--- config.mk ---
export PLATFORM = sky130hd
export DESIGN_NAME = mig7_arbiter_flat
export DESIGN_NICKNAME = d
export VERILOG_FILES = /design/src/rtl/mig7_arbiter_if.sv /design/src/rtl/mig7_arbiter.sv /design/src/flat_wrapper.sv
export SDC_FILE = /design/constraint.sdc
export NUM_CORES = 1
export LEC_CHECK = 0
export CAP_MARGIN = 30
export CORE_AREA = 2 2 307 309
export CTS_BUF_LIST = sky130_fd_sc_hd__clkbuf_4 sky130_fd_sc_hd__clkbuf_8 sky130_fd_sc_hd__clkbuf_16
export DETAILED_ROUTE_END_ITERATION = 10
export DIE_AREA = 0 0 309 311
export PLACE_DENSITY_LB_ADDON = 0.12
export SYNTH_ARGS = -nofsm -noshare
export SYNTH_HDL_FRONTEND = slang
export SYNTH_SLANG_ARGS = --single-unit
--- constraint.sdc ---
create_clock -name clk -period 10.7 [get_ports clk]
set_clock_uncertainty 0.1 [all_clocks]
set_input_delay 2.14 -clock clk [delete_from_list [all_inputs] [get_ports clk]]
set_output_delay 2.14 -clock clk [all_outputs]
set_load 0.03 [all_outputs]
--- src/rtl/mig7_arbiter_if.sv ---
// MIG7 DDR3 user-interface bundle between the arbiter (master) and the
// mig7series instance (slave).
interface mig7_arbiter_if #(
    parameter int AW = 28,
    parameter int DW = 128
);
    logic [AW-1:0]   app_addr;
    logic [2:0]      app_cmd;
    logic            app_en;
    logic [DW-1:0]   app_wdf_data;
    logic            app_wdf_end;
    logic [DW/8-1:0] app_wdf_mask;
    logic            app_wdf_wren;
    logic            app_rdy;
    logic            app_wdf_rdy;
    logic [DW-1:0]   app_rd_data;
    logic            app_rd_data_valid;
    logic            app_sr_req;
    logic            app_ref_req;
    logic            app_zq_req;

    modport master (
        output app_addr, app_cmd, app_en, app_wdf_data, app_wdf_end,
               app_wdf_mask, app_wdf_wren, app_sr_req, app_ref_req, app_zq_req,
        input  app_rdy, app_wdf_rdy, app_rd_data, app_rd_data_valid
    );

    modport slave (
        input  app_addr, app_cmd, app_en, app_wdf_data, app_wdf_end,
               app_wdf_mask, app_wdf_wren, app_sr_req, app_ref_req, app_zq_req,
        output app_rdy, app_wdf_rdy, app_rd_data, app_rd_data_valid
    );
endinterface

--- src/rtl/mig7_arbiter.sv ---
// Two-requester arbiter sharing one MIG7 user interface in the ui_clk domain.
// Grants one requester for a burst of up to MAX_BURST commands, issues
// single-beat reads/writes, and steers read data back using a tag FIFO.
// Optional feature macro: MIG7_ARB_RR_EN (round-robin arbitration);
// without it requester 0 has fixed priority.
module mig7_arbiter #(
    parameter int AW        = 28,
    parameter int DW        = 128,
    parameter int MAX_BURST = 16,
    parameter int RD_DEPTH  = 32
) (
    input  logic                clk,
    input  logic                rst,
    input  logic                init_calib_complete,
    input  logic [1:0]          req_valid,
    input  logic [1:0]          req_wr,
    input  logic [2*AW-1:0]     req_addr,
    input  logic [2*DW-1:0]     req_wdata,
    input  logic [2*DW/8-1:0]   req_wmask,
    output logic [1:0]          req_ready,
    output logic [1:0]          rd_valid,
    output logic [DW-1:0]       rd_data,
    output logic                rd_err,
    mig7_arbiter_if.master      ui
);
    localparam int CW = (MAX_BURST > 1) ? $clog2(MAX_BURST) : 1;
    localparam int PW = (RD_DEPTH > 1) ? $clog2(RD_DEPTH) : 1;

    typedef enum logic [1:0] {WAIT_CAL, ARB, BURST} state_t;

    state_t        state_reg;
    logic          grant_reg;
    logic [CW-1:0] cnt_reg;

    logic          tag_mem [RD_DEPTH];
    logic [PW-1:0] wr_ptr_reg;
    logic [PW-1:0] rd_ptr_reg;
    logic [PW:0]   fifo_cnt_reg;
    logic          rd_err_reg;

    // Per-requester views of the packed request buses
    logic [AW-1:0]   addr_arr  [2];
    logic [DW-1:0]   wdata_arr [2];
    logic [DW/8-1:0] wmask_arr [2];

    genvar gi;
    generate
        for (gi = 0; gi < 2; gi++) begin : g_unpack
            assign addr_arr[gi]  = req_addr[gi*AW +: AW];
            assign wdata_arr[gi] = req_wdata[gi*DW +: DW];
            assign wmask_arr[gi] = req_wmask[gi*(DW/8) +: DW/8];
        end
    endgenerate

    logic g_valid, g_wr, in_burst, issue_ok;
    logic fifo_full, fifo_empty, tag_out;
    logic pop, push, wr_issue, rd_issue, accept;
    logic pick, other;

    assign g_valid    = req_valid[grant_reg];
    assign g_wr       = req_wr[grant_reg];
    assign in_burst   = (state_reg == BURST);
    // A falling calibration flag blocks issue in the same cycle
    assign issue_ok   = in_burst & init_calib_complete & g_valid;
    assign fifo_full  = (fifo_cnt_reg == (PW+1)'(RD_DEPTH));
    assign fifo_empty = (fifo_cnt_reg == '0);
    assign tag_out    = tag_mem[rd_ptr_reg];
    assign pop        = ui.app_rd_data_valid & ~fifo_empty;

    // A read may still issue when full if a pop frees a slot in the same cycle
    assign wr_issue = issue_ok & g_wr & ui.app_rdy & ui.app_wdf_rdy;
    assign rd_issue = issue_ok & ~g_wr & (~fifo_full | pop);
    assign accept   = (wr_issue | rd_issue) & ui.app_rdy;
    assign push     = accept & ~g_wr;

    assign other = ~grant_reg;
`ifdef MIG7_ARB_RR_EN
    assign pick = req_valid[other] ? other : grant_reg;
`else
    assign pick = req_valid[0] ? 1'b0 : 1'b1;
`endif

    // MIG UI drive: request fields only while a grant is active, zero otherwise
    assign ui.app_en       = wr_issue | rd_issue;
    assign ui.app_cmd      = (in_burst && !g_wr) ? 3'b001 : 3'b000;
    assign ui.app_addr     = in_burst ? addr_arr[grant_reg]  : '0;
    assign ui.app_wdf_data = in_burst ? wdata_arr[grant_reg] : '0;
    assign ui.app_wdf_mask = in_burst ? wmask_arr[grant_reg] : '0;
    assign ui.app_wdf_wren = wr_issue;
    assign ui.app_wdf_end  = wr_issue;
    assign ui.app_sr_req   = 1'b0;
    assign ui.app_ref_req  = 1'b0;
    assign ui.app_zq_req   = 1'b0;

    assign req_ready = accept ? (grant_reg ? 2'b10 : 2'b01) : 2'b00;
    assign rd_valid  = pop ? (tag_out ? 2'b10 : 2'b01) : 2'b00;
    assign rd_data   = pop ? ui.app_rd_data : '0;
    assign rd_err    = rd_err_reg;

    // Arbitration FSM: calibration gate, grant selection, burst length limit
    always_ff @(posedge clk) begin
        if (rst) begin
            state_reg <= WAIT_CAL;
            grant_reg <= 1'b0;
            cnt_reg   <= '0;
        end else begin
            case (state_reg)
                WAIT_CAL: begin
                    if (init_calib_complete)
                        state_reg <= ARB;
                end
                ARB: begin
                    if (!init_calib_complete) begin
                        state_reg <= WAIT_CAL;
                    end else if (|req_valid) begin
                        grant_reg <= pick;
                        cnt_reg   <= '0;
                        state_reg <= BURST;
                    end
                end
                BURST: begin
                    if (!init_calib_complete) begin
                        state_reg <= WAIT_CAL;
                    end else if (!g_valid) begin
                        state_reg <= ARB;
                    end else if (accept) begin
                        if (cnt_reg == CW'(MAX_BURST - 1))
                            state_reg <= ARB;
                        else
                            cnt_reg <= cnt_reg + 1'b1;
                    end
                end
                default: state_reg <= WAIT_CAL;
            endcase
        end
    end

    // Tag storage; contents need no reset since pointers define validity
    always_ff @(posedge clk) begin
        if (push)
            tag_mem[wr_ptr_reg] <= grant_reg;
    end

    // Tag FIFO pointers, occupancy and sticky orphan-data flag
    always_ff @(posedge clk) begin
        if (rst) begin
            wr_ptr_reg   <= '0;
            rd_ptr_reg   <= '0;
            fifo_cnt_reg <= '0;
            rd_err_reg   <= 1'b0;
        end else begin
            if (push)
                wr_ptr_reg <= wr_ptr_reg + 1'b1;
            if (pop)
                rd_ptr_reg <= rd_ptr_reg + 1'b1;
            case ({push, pop})
                2'b10:   fifo_cnt_reg <= fifo_cnt_reg + 1'b1;
                2'b01:   fifo_cnt_reg <= fifo_cnt_reg - 1'b1;
                default: fifo_cnt_reg <= fifo_cnt_reg;
            endcase
            if (ui.app_rd_data_valid && fifo_empty)
                rd_err_reg <= 1'b1;
        end
    end
endmodule

--- src/flat_wrapper.sv ---
// flat-port wrapper written by rule: the top's interface ports become plain ports
module mig7_arbiter_flat 
#(
    parameter int AW        = 28,
    parameter int DW        = 128,
    parameter int MAX_BURST = 16,
    parameter int RD_DEPTH  = 32
)
  (clk, rst, init_calib_complete, req_valid, req_wr, req_addr, req_wdata, req_wmask, req_ready, rd_valid, rd_data, rd_err, ui_app_addr, ui_app_cmd, ui_app_en, ui_app_wdf_data, ui_app_wdf_end, ui_app_wdf_mask, ui_app_wdf_wren, ui_app_sr_req, ui_app_ref_req, ui_app_zq_req, ui_app_rdy, ui_app_wdf_rdy, ui_app_rd_data, ui_app_rd_data_valid);
  mig7_arbiter_if #(.AW(AW), .DW(DW)) ui_i ();
  input  logic clk;
  input  logic rst;
  input  logic init_calib_complete;
  input  logic [1:0] req_valid;
  input  logic [1:0] req_wr;
  input  logic [2*AW-1:0] req_addr;
  input  logic [2*DW-1:0] req_wdata;
  input  logic [2*DW/8-1:0] req_wmask;
  output logic [1:0] req_ready;
  output logic [1:0] rd_valid;
  output logic [DW-1:0] rd_data;
  output logic rd_err;
  output wire logic [$bits(ui_i.app_addr)-1:0] ui_app_addr;
  output wire logic [$bits(ui_i.app_cmd)-1:0] ui_app_cmd;
  output wire logic [$bits(ui_i.app_en)-1:0] ui_app_en;
  output wire logic [$bits(ui_i.app_wdf_data)-1:0] ui_app_wdf_data;
  output wire logic [$bits(ui_i.app_wdf_end)-1:0] ui_app_wdf_end;
  output wire logic [$bits(ui_i.app_wdf_mask)-1:0] ui_app_wdf_mask;
  output wire logic [$bits(ui_i.app_wdf_wren)-1:0] ui_app_wdf_wren;
  output wire logic [$bits(ui_i.app_sr_req)-1:0] ui_app_sr_req;
  output wire logic [$bits(ui_i.app_ref_req)-1:0] ui_app_ref_req;
  output wire logic [$bits(ui_i.app_zq_req)-1:0] ui_app_zq_req;
  input wire logic [$bits(ui_i.app_rdy)-1:0] ui_app_rdy;
  input wire logic [$bits(ui_i.app_wdf_rdy)-1:0] ui_app_wdf_rdy;
  input wire logic [$bits(ui_i.app_rd_data)-1:0] ui_app_rd_data;
  input wire logic [$bits(ui_i.app_rd_data_valid)-1:0] ui_app_rd_data_valid;
  assign ui_app_addr = ui_i.app_addr;
  assign ui_app_cmd = ui_i.app_cmd;
  assign ui_app_en = ui_i.app_en;
  assign ui_app_wdf_data = ui_i.app_wdf_data;
  assign ui_app_wdf_end = ui_i.app_wdf_end;
  assign ui_app_wdf_mask = ui_i.app_wdf_mask;
  assign ui_app_wdf_wren = ui_i.app_wdf_wren;
  assign ui_app_sr_req = ui_i.app_sr_req;
  assign ui_app_ref_req = ui_i.app_ref_req;
  assign ui_app_zq_req = ui_i.app_zq_req;
  assign ui_i.app_rdy = ui_app_rdy;
  assign ui_i.app_wdf_rdy = ui_app_wdf_rdy;
  assign ui_i.app_rd_data = ui_app_rd_data;
  assign ui_i.app_rd_data_valid = ui_app_rd_data_valid;
  mig7_arbiter #(.AW(AW), .DW(DW), .MAX_BURST(MAX_BURST), .RD_DEPTH(RD_DEPTH)) u_core (.clk(clk), .rst(rst), .init_calib_complete(init_calib_complete), .req_valid(req_valid), .req_wr(req_wr), .req_addr(req_addr), .req_wdata(req_wdata), .req_wmask(req_wmask), .req_ready(req_ready), .rd_valid(rd_valid), .rd_data(rd_data), .rd_err(rd_err), .ui(ui_i));
endmodule
==> results.py <==
metrics = {
    "status": {
        "status": "finished, final reports clean",
    },
    "placed_design": {
        "io_buffers": 790,
        "pre_cts_slack_ns": 3.673,
        "hpwlAfterDp_mm": 45.87,
        "routabilityCongestion": 0.8305,
    },
    "worst_setup_path": {
        "worst-path-stages": 6,
        "critPathMaxFanout": 5,
        "critPathTopFamily": "buffers and inverters",
        "endpoint_kind": "primary output",
        "crit_chain": "clkdlybuf4s50_1 -> mux2i_1 -> nor3_2 -> and3_1 -> a21o_1 -> clkdlybuf4s50_1",
        "max_stage_delay_ns": 0.89,
        "r2r.worst_path.cells": 12,
        "start_kind": "input port",
        "crit_path_frequent_cell": "clkdlybuf4s50_1",
        "crit_type": "input port to primary output",
        "cpMaxStageDelayCell": "clkdlybuf4s50_1",
        "worstPathRequired_ns": 8.46,
        "critPathBufInv": 2,
        "crit_arrival_ns": 4.74,
    },
    "cells_and_area": {
        "largest_reg_flops": 32,
        "syn_to_final_growth_pct": 148.2,
        "final_util_pct": 17.33,
        "drive_gt1_share_pct": 2.348,
        "layout_common_cells": "clkdlybuf4s50_1 (790), nor2_1 (227), mux2i_1 (193)",
        "final_common_cell": "clkdlybuf4s50_1",
        "nFillCells": 10480,
        "final_nets": 2062,
    },
    "clock_tree": {
        "cts_buffers": 9,
        "post_cts_buffers": 0,
        "ctsHoldBuffers": 0,
        "clockRootBuffer": "clkbuf_16",
        "post_cts_resized": 0,
        "clock_latency_ns": 0.34,
        "clk_pin_slew_ns": 0.05,
        "h-tree-depth": 3,
        "cts_buffer_depth": 2,
        "cts_sinks": 61,
        "cts_tree": "yes",
    },
    "drt": {
        "drt-pass1-iter-count": 4,
        "ant_nets": 0,
        "vias_per_cell": 3.057,
        "wire_per_inst_um": 18.41,
        "drt_iter0_markers": 314,
        "via_count": 8657,
        "wl_mm": 52.14,
        "drc": 0,
    },
    "floorplanning": {
        "row_count": 112,
        "dieWidth_um": 309,
        "dieArea_sq_mm": 0.09610,
        "core_sq_mm": 0.09277,
        "ios": 796,
        "die_y_um": 311,
        "initial_core_util_pct": 6.982,
    },
    "logic_synthesis": {
        "seq_area_frac_synth_pct": 23.80,
        "netlist.area_leader.share_pct": 29.82,
        "ys_ff_latch": 61,
        "synthTopCellsByArea": "mux2i_1 (30%), edfxtp_1 (15%), nor2_1 (13%), and2_1 (13%), dfxtp_1 (9.0%)",
        "syn_area_sq_mm": 0.006477,
        "synth_flop_cell": "edfxtp_1",
        "synth_cells": 832,
        "synth.yosys.warnings": 0,
        "synthArstFlopShare_pct": 0,
        "yosysTopAreaCell": "mux2i_1",
        "synth_edf_count": 32,
        "avgSynthCellArea_sq_um": 7.785,
        "synth_cell_types": 53,
    },
    "global_routing": {
        "grt_pass1_vias": 8777,
        "grt_pass1_wl_mm": 69.42,
        "grt_max_degree": 120,
        "grt_overflow": 0,
        "antenna_found_initial": 9,
        "grt_usage_pct": 10.28,
    },
    "power_and_ir_drop": {
        "pwr-share-comb_pct": 35.4,
        "peakVddDrop_mv": 0.07639,
        "switchingPower_mw": 0.2257,
        "swShare_pct": 25.57,
        "pwr-share-clk_pct": 36.5,
        "p_seq_share_pct": 28.2,
        "p_per_area_mw_per_mm2": 54.89,
        "p_int_mw": 0.6569,
        "power.leakage_nw": 5.170,
    },
    "sta": {
        "setup_slack_ns": 3.718,
        "setup-violations-final": 0,
        "worstMarginPinSlew_ns": 1.148,
        "fin_crit_ns": 6.983,
        "fin_crit_sh_pct": 65.26,
        "fmax_mhz": 143.2,
        "slew_violations": 0,
        "fin_tns_setup_ns": 0,
        "slew_headroom_pct": 23.45,
        "rsz0062_at_grt": "no",
        "hold_violations": 0,
    },
    "hold_path": {
        "whs_path_depth": 2,
        "hp-class": "flip-flop to flip-flop",
    },
    "flow_run": {
        "max_cap_violations": 0,
    },
}
## power by group through the flow
stage	clock network [mW]	logic, mW	registers, mW
floorplan	0	0.0890	0.253
global placement	0	0.318	0.254
detailed placement	0	0.318	0.254
CTS	0.334	0.319	0.248
global route	0.347	0.334	0.249
finish	0.322	0.312	0.248
## path summary, 6_finish.rpt
check / startpoint / to / slack (ns)
max reg2reg: u_core.grant_reg$_SDFFE_PP0P_ / u_core.fifo_cnt_reg[4]$_SDFFE_PP0P_ / 6.98
min reg2reg: u_core.rd_err$_SDFFE_PP0P_ / u_core.rd_err$_SDFFE_PP0P_ / 0.38
min: u_core.rd_err$_SDFFE_PP0P_ / u_core.rd_err$_SDFFE_PP0P_ / 0.38
max: req_valid[1] / ui_app_en / 3.72
## kinds of logic (layout without fill, tap and decap cells)
logic type / count (synthesis) / count (layout) / share of synthesized area, %
compound gates: 43 / 43 / 4.269
xor+xnor: 12 / 12 / 1.623
fa+ha+maj: 9 / 9 / 1.738
buf+inv: 83 / 823 / 6.239
flops: 61 / 61 / 23.80
mux: 195 / 195 / 30.23
other cells: 1 / 7 / 0.05789
simple gates: 428 / 428 / 32.05
## area by class of cell
class	count	area (sq um)	area share (%)
timing repair buffer	800	8055	50.10
multi-input combinational	692	4556	28.34
tap	1254	1569	9.759
sequential	61	1545	9.612
clock buffer	10	232.7	1.448
clock inverter	6	87.58	0.5448
inverter	7	26.28	0.1634
antenna	2	5.005	0.03113
## synthesized netlist by cell type (8+ instances only)
master,count
a21oi_1,15
and2_1,131
buf_6,8
clkbuf_1,40
dfxtp_1,29
nor2_1,227
buf_1,14
ha_1,9
nand3_1,10
edfxtp_1,32
nand2_1,19
buf_2,8
mux2i_1,193
## worst register-to-register path: stages (launching register included)
cell,delay (ns)
dfxtp_4,0.68
mux2_4,0.43
a31oi_1,0.31
and2_1,0.30
inv_1,0.18
ha_1,0.34
xor2_1,0.18
ha_1,0.22
inv_1,0.08
o21ai_0,0.07
a21o_1,0.20
a21oi_1,0.17
mux2_2,0.34
## per-stage QoR
step / hold WS, ns / cells / total power [mW] / cell area [sq um]
3_3_place_gp: 0.3560 / 2811 / 0.5714 / 15670
5_1_grt: 0.4181 / 2831 / 0.9290 / 16070
4_1_cts: 0.3837 / 2830 / 0.9013 / 16070
6_report: 0.3823 / 2832 / 0.8825 / 16080
3_5_place_dp: 0.3667 / 2814 / 0.5714 / 15750
2_1_floorplan: 0.3517 / 836 / 0.3416 / 6492
## layer usage
metal	share of wire [%]	up-vias	global-route usage (%)	routed length, um
met4	3.0	12	3.067	1562
met2	52	443	19.43	27340
met1	35	3893	10.30	18130
met5	0.14	-	0	71
met3	9.7	51	3.869	5039
li1	-	4258	-	-
(Power assumes the default switching activity.)
